==> src/rtl/vote_ballot_driver_pkg.sv <==
// Shared types, default sizing and helpers for the ballot driver.
package vote_ballot_driver_pkg;

    // Ballot class encodings as carried on in_class.
    typedef enum logic [1:0] {
        CLS_NP   = 2'd0,
        CLS_VIP  = 2'd1,
        CLS_VVIP = 2'd2,
        CLS_RSV  = 2'd3
    } ballot_cls_e;

    typedef enum logic [1:0] {
        ST_IDLE    = 2'd0,
        ST_COLLECT = 2'd1,
        ST_PUBLISH = 2'd2
    } drv_state_e;

    localparam int DEF_NP_W    = 32;
    localparam int DEF_VIP_W   = 8;
    localparam int DEF_W_NP    = 1;
    localparam int DEF_W_VIP   = 4;
    localparam int DEF_W_VVIP  = 16;
    localparam int DEF_TALLY_W = 8;
    localparam int IDX_W       = 5;

    // A ballot is legal when its class exists and the index addresses a real voter.
    function automatic logic ballot_legal(input logic [1:0] cls, input logic [IDX_W-1:0] idx,
                                          input int np_w, input int vip_w);
        logic ok;
        ok = 1'b0;
        case (ballot_cls_e'(cls))
            CLS_NP:   ok = (int'(idx) < np_w);
            CLS_VIP:  ok = (int'(idx) < vip_w);
            CLS_VVIP: ok = (idx == '0);
            default:  ok = 1'b0;
        endcase
        return ok;
    endfunction

endpackage

==> src/rtl/vote_ballot_driver_stage_bank.sv <==
// Staged np/vip/vvip vectors with the next-value view and the addressed old bit.
module vote_ballot_driver_stage_bank
    import vote_ballot_driver_pkg::*;
#(
    parameter int NP_W  = DEF_NP_W,
    parameter int VIP_W = DEF_VIP_W
) (
    input  logic              clk,
    input  logic              reset,
    input  logic              wr_en,
    input  logic [1:0]        cls,
    input  logic [IDX_W-1:0]  idx,
    input  logic              vote,
    output logic              old_bit,
    output logic [NP_W-1:0]   np_next,
    output logic [VIP_W-1:0]  vip_next,
    output logic              vvip_next
);

    localparam int VIP_IW = (VIP_W > 1) ? $clog2(VIP_W) : 1;

    logic [NP_W-1:0]  np_reg;
    logic [VIP_W-1:0] vip_reg;
    logic             vvip_reg;

    // Per-bit next value: only the addressed bit of the addressed class may change.
    for (genvar gi = 0; gi < NP_W; gi++) begin : g_np
        assign np_next[gi] = (wr_en && cls == CLS_NP && int'(idx) == gi) ? vote : np_reg[gi];
    end
    for (genvar gi = 0; gi < VIP_W; gi++) begin : g_vip
        assign vip_next[gi] = (wr_en && cls == CLS_VIP && int'(idx) == gi) ? vote : vip_reg[gi];
    end
    assign vvip_next = (wr_en && cls == CLS_VVIP) ? vote : vvip_reg;

    // Current value of the addressed bit, used by the tally to detect a flip.
    always_comb begin
        old_bit = 1'b0;
        case (ballot_cls_e'(cls))
            CLS_NP:   if (int'(idx) < NP_W) old_bit = np_reg[idx];
            CLS_VIP:  if (int'(idx) < VIP_W) old_bit = vip_reg[idx[VIP_IW-1:0]];
            CLS_VVIP: old_bit = vvip_reg;
            default:  old_bit = 1'b0;
        endcase
    end

    // Staging registers carry over between rounds; only reset clears them.
    always_ff @(posedge clk) begin
        if (reset) begin
            np_reg   <= '0;
            vip_reg  <= '0;
            vvip_reg <= 1'b0;
        end else begin
            np_reg   <= np_next;
            vip_reg  <= vip_next;
            vvip_reg <= vvip_next;
        end
    end

endmodule

==> src/rtl/vote_ballot_driver.sv <==
// Ballot producer: collects ballots, tracks a weighted tally, publishes per round.
module vote_ballot_driver
    import vote_ballot_driver_pkg::*;
#(
    parameter int NP_W    = DEF_NP_W,
    parameter int VIP_W   = DEF_VIP_W,
    parameter int W_NP    = DEF_W_NP,
    parameter int W_VIP   = DEF_W_VIP,
    parameter int W_VVIP  = DEF_W_VVIP,
    parameter int TALLY_W = DEF_TALLY_W
) (
    input  logic               clk,
    input  logic               reset,
    input  logic               in_valid,
    output logic               in_ready,
    input  logic [1:0]         in_class,
    input  logic [IDX_W-1:0]   in_index,
    input  logic               in_vote,
    input  logic               in_last,
    output logic [NP_W-1:0]    np,
    output logic [VIP_W-1:0]   vip,
    output logic               vvip,
    output logic [TALLY_W-1:0] tally,
    output logic               pub_valid,
    output logic [7:0]         round_cnt,
    output logic               err
);

    drv_state_e         state_reg;
    logic               in_ready_reg;
    logic [NP_W-1:0]    np_reg;
    logic [VIP_W-1:0]   vip_reg;
    logic               vvip_reg;
    logic [TALLY_W-1:0] tally_reg;
    logic               pub_valid_reg;
    logic [7:0]         round_cnt_reg;
    logic               err_reg;
    logic [TALLY_W-1:0] tally_stage_reg;
    logic [TALLY_W-1:0] tally_stage_next;

    logic               accept;
    logic               legal;
    logic               wr_en;
    logic               old_bit;
    logic [TALLY_W-1:0] weight;
    logic [NP_W-1:0]    np_next;
    logic [VIP_W-1:0]   vip_next;
    logic               vvip_next;

    assign accept = in_valid && in_ready_reg;
    assign legal  = ballot_legal(in_class, in_index, NP_W, VIP_W);
    assign wr_en  = accept && legal;

    vote_ballot_driver_stage_bank #(
        .NP_W  (NP_W),
        .VIP_W (VIP_W)
    ) u_stage (
        .clk       (clk),
        .reset     (reset),
        .wr_en     (wr_en),
        .cls       (in_class),
        .idx       (in_index),
        .vote      (in_vote),
        .old_bit   (old_bit),
        .np_next   (np_next),
        .vip_next  (vip_next),
        .vvip_next (vvip_next)
    );

    // Class weight and flip-only tally update; a flip can never push it out of range.
    always_comb begin
        weight = '0;
        case (ballot_cls_e'(in_class))
            CLS_NP:   weight = TALLY_W'(W_NP);
            CLS_VIP:  weight = TALLY_W'(W_VIP);
            CLS_VVIP: weight = TALLY_W'(W_VVIP);
            default:  weight = '0;
        endcase
        tally_stage_next = tally_stage_reg;
        if (wr_en && (old_bit != in_vote)) begin
            tally_stage_next = in_vote ? (tally_stage_reg + weight) : (tally_stage_reg - weight);
        end
    end

    // Round FSM; the closing ballot's own effect is folded into the published snapshot.
    always_ff @(posedge clk) begin
        if (reset) begin
            state_reg       <= ST_IDLE;
            in_ready_reg    <= 1'b1;
            np_reg          <= '0;
            vip_reg         <= '0;
            vvip_reg        <= 1'b0;
            tally_reg       <= '0;
            pub_valid_reg   <= 1'b0;
            round_cnt_reg   <= '0;
            err_reg         <= 1'b0;
            tally_stage_reg <= '0;
        end else begin
            tally_stage_reg <= tally_stage_next;
            pub_valid_reg   <= 1'b0;
            case (state_reg)
                ST_IDLE, ST_COLLECT: begin
                    if (accept) begin
                        if (!legal) err_reg <= 1'b1;
                        if (in_last) begin
                            np_reg        <= np_next;
                            vip_reg       <= vip_next;
                            vvip_reg      <= vvip_next;
                            tally_reg     <= tally_stage_next;
                            pub_valid_reg <= 1'b1;
                            round_cnt_reg <= round_cnt_reg + 8'd1;
                            in_ready_reg  <= 1'b0;
                            state_reg     <= ST_PUBLISH;
                        end else begin
                            state_reg <= ST_COLLECT;
                        end
                    end
                end
                default: begin
                    in_ready_reg <= 1'b1;
                    state_reg    <= ST_IDLE;
                end
            endcase
        end
    end

    assign in_ready  = in_ready_reg;
    assign np        = np_reg;
    assign vip       = vip_reg;
    assign vvip      = vvip_reg;
    assign tally     = tally_reg;
    assign pub_valid = pub_valid_reg;
    assign round_cnt = round_cnt_reg;
    assign err       = err_reg;

endmodule

==> config.mk <==
export PLATFORM = sky130hd
export DESIGN_NAME = vote_ballot_driver
export DESIGN_NICKNAME = d
export VERILOG_FILES = /design/src/rtl/vote_ballot_driver_pkg.sv /design/src/rtl/vote_ballot_driver_stage_bank.sv /design/src/rtl/vote_ballot_driver.sv
export SDC_FILE = /design/constraint.sdc
export NUM_CORES = 1
export LEC_CHECK = 0
export CAP_MARGIN = 15
export CORE_ASPECT_RATIO = 1.1
export CORE_MARGIN = 1
export CORE_UTILIZATION = 38
export DETAILED_ROUTE_END_ITERATION = 8
export GPL_TIMING_DRIVEN = 0
export SYNTH_ARGS = -nofsm -noshare
export SYNTH_HDL_FRONTEND = slang
export SYNTH_SLANG_ARGS = --single-unit
==> constraint.sdc <==
create_clock -name clk -period 4.3 [get_ports clk]
set_input_delay 0.645 -clock clk [delete_from_list [all_inputs] [get_ports clk]]
set_output_delay 0.645 -clock clk [all_outputs]
set_load 0.01 [all_outputs]
# Word level (Yosys, flattened, before mapping)

Cells that the tools add are included.

Equality and inequality tests: 35
$add $sub $neg: 3
$lt $le $gt $ge: 3
Reductions and logical operators: 56
Bitwise operators: 3
Mux-type cells: 53

Operators by type and width:

| operator                                            | number |
|---|---|
| == test 5 bit (second input constant)               | 16 |
| logical AND 1 bit                                   | 46 |
| 2-to-1 mux 1 bit                                    | 45 |
| == test 5 x 4 -> 1 bit (second input constant)      | 8 |
| == test 5 x 3 -> 1 bit (second input constant)      | 4 |
| 2-to-1 mux 8 bit                                    | 2 |
| case mux 5 bit (3 select lines)                     | 1 |
| == test 5 x 2 -> 1 bit (second input constant)      | 2 |
| zero test 5 bit                                     | 2 |
| adder 8 x 1 -> 8 bit (second input constant)        | 1 |
| adder 8 bit                                         | 1 |
| subtractor 8 bit                                    | 1 |
| < comparator 5 x 6 -> 1 bit (second input constant) | 1 |
| case mux 1 bit (3 select lines)                     | 2 |
| AND reduction 3 bit                                 | 2 |
| binary-select mux 1 bit (select 5 bit)              | 1 |
| == test 5 x 1 -> 1 bit (second input constant)      | 1 |
| < comparator 5 x 4 -> 1 bit (second input constant) | 1 |
| == test 2 x 1 -> 1 bit (second input constant)      | 2 |
| zero test 2 bit                                     | 2 |
| < comparator 3 x 4 -> 1 bit (second input constant) | 1 |
| OR reduction 2 bit                                  | 2 |
| binary-select mux 1 bit (select 3 bit)              | 1 |
| inverter 1 bit                                      | 3 |
| other kinds (5)                                     | 5 |

Output and inout port bits: 60
Logic and storage cells: 166
Input bits: 12
Bits in registers: 111

# Logic depth before layout (Yosys ltp)

Word-level depth: 7
Depth in mapped cells: 13
Gate-level depth less buffers: 13

# Cells and area by module

A second synthesis with hierarchy kept.

Cells, all modules: 573
Area total of the unflattened synthesis: 5302.6 µm²

Modules (own cells, without submodules):

| module                        | times used | area each (µm²) | cells each | seq. area each (µm²) |
|---|---|---|---|---|
| vote_ballot_driver            | 1          | 2826.5          | 336        | 1381.3 |
| vote_ballot_driver_stage_bank | 1          | 2476.1          | 237        | 820.8 |

# Worst setup path before layout

OpenSTA, ideal clock, no wires.

Kind: input -> register
Start point: input port in_vote
End point: register tally_stage_reg[7]
Stages on the path: 11
Arrival: 3.174 ns
Library setup time: 0.121 ns
Setup slack: 1.006 ns
Data required time: 4.179 ns
Path buffers: 2
Path through: clkbuf_1 > clkbuf_1 > mux2i_1 > ha_1 > a21o_1 > a41o_1 > a31o_2 > a2111o_1 > nand3_1 > nand2_1 > mux2_2

Word-level cells in the longest chain between the ends: 3
Elaborated cells between the ends (all ways): 4
Classes of those cells: eq/ne: 1; mux: 2; reduce/logical: 1

RTL lines:

| element                | RTL line                 | text |
|---|---|---|
| start: declaration     | vote_ballot_driver.sv:18 | `input logic in_vote,` |
| != test 1 bit          | vote_ballot_driver.sv:80 | `if (wr_en && (old_bit != in_vote)) begin` |
| logical AND 1 bit      | vote_ballot_driver.sv:80 |  |
| 2-to-1 mux 8 bit (*)   | vote_ballot_driver.sv:80 |  |
| end signal: assignment | vote_ballot_driver.sv:99 | `tally_stage_reg <= tally_stage_next;` |
| end: declaration       | vote_ballot_driver.sv:38 | `logic [TALLY_W-1:0] tally_stage_reg;` |

Every way passes the cells marked *; elsewhere a longest branch is shown, timed or not.
A chain may end at the register's enable or synchronous reset.

# Worst setup path in the final report

Same ends and word-level chain as after synthesis.

==> metrics <==
CP Class primary input to flop; CTS tree yes; Seq/Total Area, Yosys between 40% and 50%; Mapped Area 0.00493 mm²; Crit path largest cell delay roughly 0.55 ns; # port buffers 69; CTS resizes 0; number of distinct library cells after synthesis 53; area growth from synthesis to layout 23.2%; share of cells above drive strength 1 4.72%; Core Area about 0.013 mm²; Final Skew 0.00875 ns; max frequency between 0.2 and 0.3 GHz; final wirelength 12.4 mm; first-pass GRT wire length a little over 20 mm; Final Hold Viols 0; TritonCTS Buffers 9; Post-synth ARST share 0%; Max VDD drop roughly 0.20 mV; Leak Pwr about 2.4 nW; First-pass DRT Iterations 4; Vias/cell ~5.3; Post-Syn Nets roughly 550; antenna cells 0; Final Core Density between 40% and 50%; GRT Total Usage 19.3%; Yosys top cell area share around 45%; Max-slew headroom 39.1%; final period utilization 91.9%; Worst Hold Class flop to flop; status completed; CP max FO 10; CP arrival between 4 and 5 ns; Top Metal Used met4; Post-Synthesis Cells approximately 530; drt initial violations about 190; Reg clk slew, reported paths around 0.07 ns; Syn Area/Cell around 9.3 µm²; Register Area 0.00220 mm²; largest net degree at the start of global routing 16; Final ANT Viol Nets 0; Starting Density 39.0%; FP Rows 43; Max-Cap Viols 0; CTS Root Buffer Type clkbuf_16; clock buffer depth 2; Ports slightly above 70; Setup TNS Final 0 ns; met2 WL 5.96 mm; worst path buffer plus inverter count 3; critical path cell sequence clkdlybuf4s50_1, clkbuf_1, clkbuf_1, mux2i_1, ha_1, a21o_1, a41o_1, a31o_2, a2111o_1, nand3_1, nand2_1, mux2_2; number of synthesized flops with an enable pin 0; top-count cell post-synth nor2_1; Crit path required time 4.54 ns; RSZ-0062 raised after global routing no; pwr dens between 300 and 400 mW/mm²; number of post-CTS setup repair buffers 0; number of global-route vias before repair about 4,200; slowest library cell on the worst path clkdlybuf4s50_1; Post-Route M1 WL 5.66 mm; area of the multi-input gates 0.00254 mm²; grt total ovfl 0; most used cell, CP clkbuf_1; Period minus WS final just under 4 ns; clk_lat worst skew between 0.3 and 0.4 ns; Critical Path End Type flop; worst-margin pin slew 0.907 ns; die area between 0.01 and 0.015 mm²; met3 WL post-DR about 490 µm; Die Y between 100 and 150 µm; Slew Viols, Final 0; top post-synthesis cells by area dfxtp_1 45%, mux2i_1 10%, nor2_1 9.4%; Setup violations, final 0; H-tree levels 3; hold_buf cts 0; # DRC 0; CP Launch Type primary input; Main synth FF type dfxtp_1; Final GP Congestion 0.892; vias 4,066; register bit total from synthesis 110; total number of yosys warnings 0; fillers 1,235; WL/cell around 16 µm; Layout Nets about 630; Synth area leader dfxtp_1; initial antenna violation count 0; power after layout between 2 and 2.5 mW; chip width around 110 µm; Final HPWL DP 9.60 mm; CTS Sinks 110; list of most frequent post-synthesis cells 124 x nor2_1, 110 x dfxtp_1, 50 x mux2i_1; crit-path leading delay family buffers and inverters
routing by layer:
layer	global-route usage, %	vias up
met5	0	-
met4	7.92	0
met3	4.35	21
met2	33.2	96
met1	23.5	1925
li1	-	2024
cell usage in the layout, fill, tap and decap left out, types with 8 or more instances in the layout:
master / netlist / layout
nor2_1: 124 / 124
dfxtp_1: 110 / 110
clkdlybuf4s50_1: 0 / 69
mux2i_1: 50 / 50
a211oi_1: 47 / 47
nand2_1: 37 / 37
clkbuf_1: 25 / 27
nand3_1: 13 / 13
nor3_1: 10 / 10
inv_1: 9 / 9
ha_1: 9 / 9
clkbuf_16: 0 / 9
mux4_1: 8 / 8
through the flow:
step           area [µm²]  worst slack (ns)  cells  hold WS, ns
3_5_place_dp         5820           -0.0343    757        0.444
5_1_grt              6080             0.127    771        0.507
2_1_floorplan        4930              1.01    531        0.414
4_1_cts              6080             0.326    771        0.460
3_3_place_gp         5820           -0.0409    757        0.421
6_report             6080             0.350    771        0.462
layout make-up:
class,instances,area share (%)
plain buffers,37,2.59
clock buffers,12,4.06
clock inverters,2,0.165
inverters,10,0.618
multi-input cells,374,41.7
flip-flops and latches,110,36.2
well taps,157,3.23
repair buffers,69,11.4
worst reg2reg max path: cells and delay by family, from the launching register on:
kind                   cells  cell delay (ns)
DFF                        1             0.37
and+or+nand+nor            4             0.59
AOI/OAI and AO/OA          1             0.25
buffers and inverters      3             1.17
report_power, final:
group	internal [mW]	switching [mW]
clock network	0.401	0.354
logic	0.121	0.150
registers	1.05	0.0211
logic make-up after synthesis:
family / Yosys count / synth area share [%]
DFF: 110 / 44.6
muxes: 62 / 15.5
adders and majority gates: 10 / 2.69
xor gates and xnor gates: 11 / 1.95
AOI/OAI and AO/OA: 73 / 11.5
buffers and inverters: 47 / 3.96
and+or+nand+nor: 218 / 19.7
path summary, 6_finish.rpt:
check / from / end / slack [ns] / depth (start not counted)
worst max-delay path: in_vote / tally_stage_reg[7] / 0.35 / 12
worst min-delay path: state_reg[1] / in_ready / 0.46 / 1
worst max register to register: in_ready / np[15] / 1.82 / 8
worst min register to register: state_reg[1] / in_ready / 0.46 / 1
Power figures use the tool's default switching activity.
